===== src/rtl/arcade_input_pkg.sv =====
// Shared definitions for the arcade input mapper: keymap entry layout,
// joystick-style button indices and the power-on default keymap.
package arcade_input_pkg;

  localparam int ENT_W        = 7;
  localparam int ENT_VALID    = 6;
  localparam int ENT_PLR_LSB  = 4;
  localparam int ENT_BTN_LSB  = 0;
  localparam int KEYMAP_DEPTH = 512;

  localparam logic [3:0] BTN_RIGHT  = 4'd0;
  localparam logic [3:0] BTN_LEFT   = 4'd1;
  localparam logic [3:0] BTN_DOWN   = 4'd2;
  localparam logic [3:0] BTN_UP     = 4'd3;
  localparam logic [3:0] BTN_FIRE1  = 4'd4;
  localparam logic [3:0] BTN_FIRE2  = 4'd5;
  localparam logic [3:0] BTN_START1 = 4'd8;
  localparam logic [3:0] BTN_START2 = 4'd9;

  typedef enum logic {
    MAP_INIT = 1'b0,
    MAP_RUN  = 1'b1
  } map_state_e;

  function automatic logic [ENT_W-1:0] make_entry(input logic [1:0] plr, input logic [3:0] b);
    return {1'b1, plr, b};
  endfunction

  // Scancodes are the 9-bit {extended, code} values used as keymap addresses.
  function automatic logic [ENT_W-1:0] default_entry(input logic [8:0] code, input logic [3:0] coin_bit);
    logic [ENT_W-1:0] e;
    e = '0;
    case (code)
      9'h075:         e = make_entry(2'd0, BTN_UP);
      9'h072:         e = make_entry(2'd0, BTN_DOWN);
      9'h06B:         e = make_entry(2'd0, BTN_LEFT);
      9'h074:         e = make_entry(2'd0, BTN_RIGHT);
      9'h014:         e = make_entry(2'd0, BTN_FIRE1);
      9'h011:         e = make_entry(2'd0, BTN_FIRE2);
      9'h005, 9'h016: e = make_entry(2'd0, BTN_START1);
      9'h006, 9'h01E: e = make_entry(2'd0, BTN_START2);
      9'h076, 9'h02E: e = make_entry(2'd0, coin_bit);
      9'h02D:         e = make_entry(2'd1, BTN_UP);
      9'h02B:         e = make_entry(2'd1, BTN_DOWN);
      9'h023:         e = make_entry(2'd1, BTN_LEFT);
      9'h034:         e = make_entry(2'd1, BTN_RIGHT);
      9'h01C:         e = make_entry(2'd1, BTN_FIRE1);
      9'h036:         e = make_entry(2'd1, coin_bit);
      default:        e = '0;
    endcase
    return e;
  endfunction

endpackage


===== src/rtl/input_pulse_shaper.sv =====
// Per-button output shaping: coin pulse stretching or autofire gating,
// with a registered output. One down-counter serves whichever mode applies.
module input_pulse_shaper #(
  parameter bit IS_COIN  = 1'b0,
  parameter int COIN_MIN = 384000,
  parameter int AF_HALF  = 1200000
) (
  input  logic clk_sys,
  input  logic reset,
  input  logic raw,
  input  logic af_en,
  output logic out
);

  localparam int CNT_W = IS_COIN ? ($clog2(COIN_MIN) + 1) : ($clog2(AF_HALF) + 1);
  localparam logic [CNT_W-1:0] COIN_LOAD = CNT_W'(COIN_MIN - 1);
  localparam logic [CNT_W-1:0] AF_LOAD   = CNT_W'(AF_HALF - 1);

  logic [CNT_W-1:0] cnt_reg, cnt_next;
  logic             phase_reg, phase_next;
  logic             raw_prev_reg;
  logic             out_reg, out_next;
  logic             rise;

  assign rise = raw & ~raw_prev_reg;

  always_comb begin
    cnt_next   = cnt_reg;
    phase_next = phase_reg;
    out_next   = raw;
    if (IS_COIN) begin
      if (rise)
        cnt_next = COIN_LOAD;
      else if (cnt_reg != '0)
        cnt_next = cnt_reg - CNT_W'(1);
      out_next = raw | (cnt_reg != '0);
    end else if (af_en && raw) begin
      // The counter holds the cycles left in the current phase.
      if (rise) begin
        phase_next = 1'b1;
        cnt_next   = AF_LOAD;
        out_next   = 1'b1;
      end else if (cnt_reg == '0) begin
        phase_next = ~phase_reg;
        cnt_next   = AF_LOAD;
        out_next   = ~phase_reg;
      end else begin
        cnt_next = cnt_reg - CNT_W'(1);
        out_next = phase_reg;
      end
    end else begin
      phase_next = 1'b0;
      cnt_next   = '0;
    end
  end

  always_ff @(posedge clk_sys or posedge reset) begin
    if (reset) begin
      cnt_reg      <= '0;
      phase_reg    <= 1'b0;
      raw_prev_reg <= 1'b0;
      out_reg      <= 1'b0;
    end else begin
      cnt_reg      <= cnt_next;
      phase_reg    <= phase_next;
      raw_prev_reg <= raw;
      out_reg      <= out_next;
    end
  end

  assign out = out_reg;

endmodule


===== src/rtl/arcade_input_mapper.sv =====
// Maps PS/2 key events and joystick words onto per-player arcade buttons,
// using a reloadable 512-entry keymap initialised from a default table.
module arcade_input_mapper
  import arcade_input_pkg::*;
#(
  parameter int NPLAYER  = 2,
  parameter int NBTN     = 12,
  parameter int COIN_BIT = 10,
  parameter int COIN_MIN = 384000,
  parameter int AF_HALF  = 1200000
) (
  input  logic                    clk_sys,
  input  logic                    reset,
  input  logic [10:0]             ps2_key,
  input  logic [NPLAYER*16-1:0]   joy,
  input  logic                    map_wr,
  input  logic [8:0]              map_addr,
  input  logic [6:0]              map_data,
  input  logic [NPLAYER*NBTN-1:0] af_mask,
  output logic                    map_busy,
  output logic [NPLAYER*NBTN-1:0] btn,
  output logic [NBTN-1:0]         btn_any
);

  localparam logic [3:0] COIN_IDX = 4'(COIN_BIT);

  map_state_e             state_reg, state_next;
  logic [8:0]             init_addr_reg, init_addr_next;
  logic                   ram_we;
  logic [8:0]             ram_waddr;
  logic [ENT_W-1:0]       ram_wdata;
  logic [ENT_W-1:0]       keymap [KEYMAP_DEPTH];
  logic [ENT_W-1:0]       rd_data_reg;
  logic                   tog_prev_reg;
  logic                   ev_reg;
  logic                   pressed_reg;
  logic                   key_event;
  logic [1:0]             ent_plr;
  logic [3:0]             ent_btn;
  logic                   ent_hit;
  logic [NPLAYER*NBTN-1:0] kb_reg, kb_next;
  logic [NPLAYER*NBTN-1:0] raw;

  always_comb begin
    state_next     = state_reg;
    init_addr_next = init_addr_reg;
    ram_we         = 1'b0;
    ram_waddr      = map_addr;
    ram_wdata      = map_data;
    map_busy       = 1'b0;
    case (state_reg)
      MAP_INIT: begin
        map_busy       = 1'b1;
        ram_we         = 1'b1;
        ram_waddr      = init_addr_reg;
        ram_wdata      = default_entry(init_addr_reg, COIN_IDX);
        init_addr_next = init_addr_reg + 9'd1;
        if (init_addr_reg == 9'h1FF)
          state_next = MAP_RUN;
      end
      default: ram_we = map_wr;
    endcase
  end

  // Registered read sees the old contents on a same-address write.
  always_ff @(posedge clk_sys) begin
    if (ram_we)
      keymap[ram_waddr] <= ram_wdata;
    rd_data_reg <= keymap[ps2_key[8:0]];
  end

  assign key_event = ps2_key[10] ^ tog_prev_reg;
  assign ent_plr   = rd_data_reg[ENT_PLR_LSB +: 2];
  assign ent_btn   = rd_data_reg[ENT_BTN_LSB +: 4];
  assign ent_hit   = ev_reg && rd_data_reg[ENT_VALID]
                     && (int'(ent_plr) < NPLAYER) && (int'(ent_btn) < NBTN);

  always_ff @(posedge clk_sys or posedge reset) begin
    if (reset) begin
      state_reg     <= MAP_INIT;
      init_addr_reg <= '0;
      tog_prev_reg  <= 1'b0;
      ev_reg        <= 1'b0;
      pressed_reg   <= 1'b0;
      kb_reg        <= '0;
    end else begin
      state_reg     <= state_next;
      init_addr_reg <= init_addr_next;
      tog_prev_reg  <= ps2_key[10];
      ev_reg        <= key_event && (state_reg == MAP_RUN);
      pressed_reg   <= ps2_key[9];
      kb_reg        <= kb_next;
    end
  end

  genvar gi;
  generate
    for (gi = 0; gi < NPLAYER * NBTN; gi++) begin : g_btn
      localparam int P = gi / NBTN;
      localparam int B = gi % NBTN;

      // The shaper sees the key bit as it is being updated so btn lags the event by two cycles.
      assign kb_next[gi] = (ent_hit && int'(ent_plr) == P && int'(ent_btn) == B)
                           ? pressed_reg : kb_reg[gi];
      assign raw[gi]     = kb_next[gi] | joy[P*16 + B];

      input_pulse_shaper #(
        .IS_COIN (B == COIN_BIT),
        .COIN_MIN(COIN_MIN),
        .AF_HALF (AF_HALF)
      ) u_shaper (
        .clk_sys(clk_sys),
        .reset  (reset),
        .raw    (raw[gi]),
        .af_en  (af_mask[gi]),
        .out    (btn[gi])
      );
    end

    for (gi = 0; gi < NPLAYER; gi++) begin : g_spare
      logic spare_unused;
      assign spare_unused = ^joy[gi*16 +: 16];
    end
  endgenerate

  always_comb begin
    btn_any = '0;
    for (int p = 0; p < NPLAYER; p++)
      btn_any = btn_any | btn[p*NBTN +: NBTN];
  end

endmodule


===== config.mk =====
export PLATFORM = sky130hd
export DESIGN_NAME = arcade_input_mapper
export DESIGN_NICKNAME = d
export VERILOG_FILES = /design/src/rtl/arcade_input_pkg.sv /design/src/rtl/input_pulse_shaper.sv /design/src/rtl/arcade_input_mapper.sv
export SDC_FILE = /design/constraint.sdc
export NUM_CORES = 2
export LEC_CHECK = 0
export CAP_MARGIN = 30
export CORE_ASPECT_RATIO = 0.75
export CORE_UTILIZATION = 35
export CTS_CLUSTER_DIAMETER = 150
export CTS_CLUSTER_SIZE = 10
export DETAILED_ROUTE_END_ITERATION = 10
export DONT_BUFFER_PORTS = 1
export HOLD_SLACK_MARGIN = 0.1
export SLEW_MARGIN = 20
export SYNTH_ARGS = -nofsm -noshare
export SYNTH_HDL_FRONTEND = slang
export SYNTH_SLANG_ARGS = --single-unit
export TNS_END_PERCENT = 50

===== constraint.sdc =====
create_clock -name clk_sys -period 44.5 [get_ports clk_sys]
set_clock_uncertainty 0.15 [all_clocks]
set_input_delay 4.45 -clock clk_sys [delete_from_list [all_inputs] [get_ports clk_sys]]
set_output_delay 4.45 -clock clk_sys [all_outputs]
set_load 0.02 [all_outputs]

== Yosys cells after proc, flatten, opt, wreduce, memory -nomap -nowiden ==
Memories as Yosys holds them, arrays and structs flattened. A register that Yosys moved wholly into a read port is not among the register bits.
Index checks and enable logic that the tools add are counted.

* Register bits: 631
* Bits in writable memories: 3584
* Bits of input ports: 86
* Output and inout bits: 37
* Memories kept: 1

{| class="wikitable"
|+ Memory list
! memory !! words !! bits a word !! rd ports !! clocked after Yosys merged registers in !! wr ports !! line !! text
|-
| keymap || 512 || 7 || 1 || 1 || 1 || arcade_input_mapper.sv:32 || <nowiki>logic [ENT_W-1:0] keymap [KEYMAP_DEPTH];</nowiki>
|}

* $add $sub $neg: 25
* $lt $le $gt $ge: 2
* Equal/unequal tests: 31
* Muxes and demuxes: 191
* Bitwise gates (word level): 98
* Reductions and logical operators: 83

{| class="wikitable"
|+ Operator list
! operator !! number
|-
| two-way mux 22 bit || 66
|-
| logical NOT 22 bit || 22
|-
| subtractor 22 x 1 -> 22 bit (second input constant) || 22
|-
| two-way mux 1 bit || 118
|-
| one-hot mux 7 bit (15 select lines) || 1
|-
| two-way mux 20 bit || 4
|-
| equality test 9 x 6 -> 1 bit (second input constant) || 6
|-
| logical AND 1 bit || 52
|-
| inverter 1 bit || 46
|-
| equality test 9 x 5 -> 1 bit (second input constant) || 5
|-
| equality test 9 x 7 -> 1 bit (second input constant) || 5
|-
| nonzero test 20 bit || 2
|-
| subtractor 20 x 1 -> 20 bit (second input constant) || 2
|-
| equality test 4 bit (second input constant) || 8
|-
| bitwise OR 1 bit || 26
|-
| AND 1 bit || 24
|-
| equality test 9 x 3 -> 1 bit (second input constant) || 2
|-
| bitwise OR 12 bit || 1
|-
| adder 9 x 1 -> 9 bit (second input constant) || 1
|-
| equality test 9 bit (second input constant) || 1
|-
| two-way mux 9 bit || 1
|-
| equality test 4 x 3 -> 1 bit (second input constant) || 2
|-
| two-way mux 7 bit || 1
|-
| OR reduction 2 bit || 3
|-
| other kinds (8) || 9
|}

== Logic depth before layout (Yosys ltp) ==
* Depth in word-level cells: 10
* Depth in mapped cells: 14
* Mapped depth without buffers: 10

== Modules after synthesis ==
From an unflattened synthesis, not the netlist that was laid out.

* Cell total of the unflattened synthesis: 10415
* Area, all modules: 173443.8 um^2

{| class="wikitable"
|+ By module, submodules not included
! module !! instances !! cells an instance !! area an instance (um^2) !! sequential area each (um^2)
|-
| arcade_input_mapper || 1 || 7333 || 143072.2 || 108689.2
|-
| input_pulse_shaper (g_btn[0].u_shaper ...) || 18 || 129 || 1267.5 || 625.6
|-
| input_pulse_shaper (g_btn[6].u_shaper ...) || 4 || 126 || 1275.0 || 625.6
|-
| input_pulse_shaper (g_btn[10].u_shaper ...) || 2 || 128 || 1228.7 || 550.5
|}

== Worst setup path after synthesis ==
No wires, ideal clock.

* Path kind: input-to-reg
* From: input port map_data[4]
* To: memory keymap[0][4], data pin
* Data arrival time: 18.109 ns
* Required time: 41.402 ns
* Path slack: 23.293 ns
* Stages on the path: 2
* Cells stage by stage: inv_1 > a21oi_1

* Word-level cells in the longest chain between the ends: 1

{| class="wikitable"
|+ RTL lines
! item !! line !! text
|-
| start, declared || arcade_input_mapper.sv:18 || <nowiki>input logic [6:0] map_data,</nowiki>
|-
| two-way mux 7 bit || arcade_input_mapper.sv:51 || <nowiki>case (state_reg)</nowiki>
|-
| net ram_wdata[4] || arcade_input_mapper.sv:31 || <nowiki>logic [ENT_W-1:0] ram_wdata;</nowiki>
|-
| end, declared || arcade_input_mapper.sv:32 ||
|}

The timed path passes the listed nets, and every way through them passes these cells.

==> flow_summary.ini <==
[run_status]
outcome = finished clean

[yosys]
yosysWarnings = 0
postSynthCellCount = 10100
synth_seq_cells = 4222
synth_top_flop_cell = edfxtp_1
syn_area_um2 = 169000
ys_seq_area_share_pct = 73.0
synth_cell_types = 74
synth-edff-count = 3584
syn_nets = 10200
async_reset_ff_share_pct = 14.9
avgSynthCellArea_um2 = 16.8

[min_path]
hold_path_class = flop to flop

[global_route]
grt_first_pass_wirelength_um = 629000
grt_max_degree = 610
grt_pass1_vias = 93500
antenna_found_initial = 24
overflow = 0
grt_usage_pct = 17.2

[cells_and_area]
mostFrequentLayoutCells = edfxtp_1, nor2_1, mux2i_1, dfrtp_1, mux4_2
fillers = 43000
layout.cells.most_common = edfxtp_1
syn2layout_area_growth_pct = 12.0
drive_above_1_share_pct = 13.1
seqCellArea_um2 = 124000
largest_reg_flops = 3584
multi_input_area_um2 = 43200
instances_no_fill = 16700
final_nets = 10300

[critical_path]
crit_slowest_cell = a211oi_1
startpoint = ps2_key[1]
crit_path_end = rd_data_reg[0]
path_cells = buf_16 -> buf_16 -> nand2_4 -> buf_4 -> o22ai_1 -> nor3_1 -> nor4_1 -> nand4_1 -> a211oi_1 -> nor4_1 -> buf_4 -> nor4_1
cp_max_fo = 183
cp.arrival_ps = 10660
end_kind = flop
worst-r2r-setup-slack_ps = 38100
start_kind = input pin
worstSetupPathType = input pin to flop
cp_slowest_stage_delay_ps = 950
ff2ff_path_depth = 9
crit_path_frequent_cell = nor4_1
reg2reg_from = init_addr_reg[5]
cp.required_ps = 45170
r2r-end = keymap[444][1]

[power]
power.leakage_nw = 61.9
ir_drop_uv = 36.2
power_per_cell_area_nw_per_um2 = 42.2

[sta]
final_hold_viol_count = 0
finalCritPeriodShare_pct = 22.4
rsz0062_at_grt = no
slew_headroom_pct = 13.4
tightest_slew_ps = 1300
setup_viol = 0
fmaxAchievable_mhz = 100
min_period_ps = 9980
fin_setup_tns_ps = 0
drv_slew = 0

[drt]
antenna_left = 0
drc = 0
routed_via_density = 5.54
drt-initial-drc-count = 10100
dr.pass1.iters = 5
wl_um = 430000
routedWlPerCell_um = 25.7
vias = 92700

[clock_network]
ctsHoldBuffers = 0
root_buffer = clkbuf_16
clock_latency_ps = 1020
postCtsSetupBuffers = 0
clock-sinks = 4222
clk_path_buf_depth = 4
cts_made_buffers = 461
cts_tree = yes
path_clk_slew_ps = 60
cts-resized-gates = 0
htree_levels = 5

[placement]
place_congestion = 0.862
hpwl_um = 258000
dpl.cell_count = 16100
port-buffer-count = 0

[die]
initial_utilization_pct = 35.3
io_pins = 123
num_rows = 220
die_w_um = 805
coreArea_um2 = 480000
die-height_um = 604
dieArea_um2 = 486000

[job]
drv_cap = 0
==> how the worst min path moves through the flow <==
stage	start	to	slack (ps)	cells after the start
global placement	g_btn[3].u_shaper.raw_prev_reg	g_btn[3].u_shaper.cnt_reg[14]	280	1
CTS	g_btn[3].u_shaper.raw_prev_reg	g_btn[3].u_shaper.cnt_reg[14]	300	1
floorplan	g_btn[3].u_shaper.raw_prev_reg	g_btn[3].u_shaper.cnt_reg[14]	270	1
detailed placement	g_btn[3].u_shaper.raw_prev_reg	g_btn[3].u_shaper.cnt_reg[14]	290	1
global route	g_btn[3].u_shaper.raw_prev_reg	g_btn[3].u_shaper.cnt_reg[14]	310	1
finish	g_btn[3].u_shaper.raw_prev_reg	g_btn[3].u_shaper.cnt_reg[14]	290	1
==> layer usage <==
| metal | up-vias | global-route usage [%] | part of all wire (%) |
|---|---|---|---|
| met5 | - | 0 | 0.015 |
| met4 | 10 | 4.84 | 2.8 |
| met3 | 691 | 4.05 | 9.4 |
| met2 | 3965 | 26.1 | 45 |
| met1 | 48400 | 24.6 | 43 |
| li1 | 39700 | - | - |
==> worst max-delay path, delay by kind of cell <==
kind | cells | cell delay (ps)
compound gates | 2 | 1430
simple gates | 6 | 2230
buf+inv | 4 | 1970
==> cells by family (layout without fill, tap and decap cells) <==
logic type	count (synthesis)	count (layout)	share of synthesized area (%)
flops	4222	4222	73.0
simple gates	2222	2222	6.13
xor+xnor	476	476	2.46
fa+ha+maj	31	31	0.229
compound gates	1214	1214	4.61
other cells	0	17	0
buf+inv	658	855	1.69
mux	1266	1266	11.9
==> Yosys cell counts, drive strengths merged (39+ instances only) <==
master  count  area [µm²]
a31oi      50         313
or4        89         683
buf       235        1270
o22ai     190        1190
a21oi     460        2310
o21ai      91         455
inv       120         450
xor2      170        1490
or3        73         470
mux2i     667        6680
clkbuf    303        1140
nand2     309        1160
o221ai    221        1940
nand3      85         443
dfrtp     631       15800
xnor2     306        2680
nor4      151         951
mux4      595       13400
edfxtp   3584      108000
nor3      300        1510
and2       39         246
nor2     1008        3780
==> through the flow <==
stage	setup slack [ps]	power, W	utilization, %	hold WS [ps]	instance area [µm²]
6_report	34520	0.00801	39.5	295	190000
5_1_grt	34650	0.00824	39.5	314	190000
4_1_cts	35500	0.00805	39.4	300	189000
3_5_place_dp	34370	0.00474	36.8	289	177000
3_3_place_gp	34070	0.00473	36.8	283	176000
2_1_floorplan	22230	0.00466	-	269	169000
==> final cells by class <==
class,instances,area share [%]
flip-flops and latches,4222,65.1
multi-input cells,5209,22.8
clock buffers,542,6.29
well taps,6438,4.25
repair buffers,167,1.05
inverters,120,0.245
clock inverters,26,0.243
diodes,17,0.0224
==> power breakdown <==
group	switching, W	internal, W	total [W]	leakage, nW
combinational	0.000232	0.000143	0.000375	15.4
clock	0.00146	0.00186	0.00333	6.02
sequential	0.0000350	0.00427	0.00431	40.5
total	0.00173	0.00628	0.00801	61.9
No activity file was read; power rests on OpenSTA's default activity.
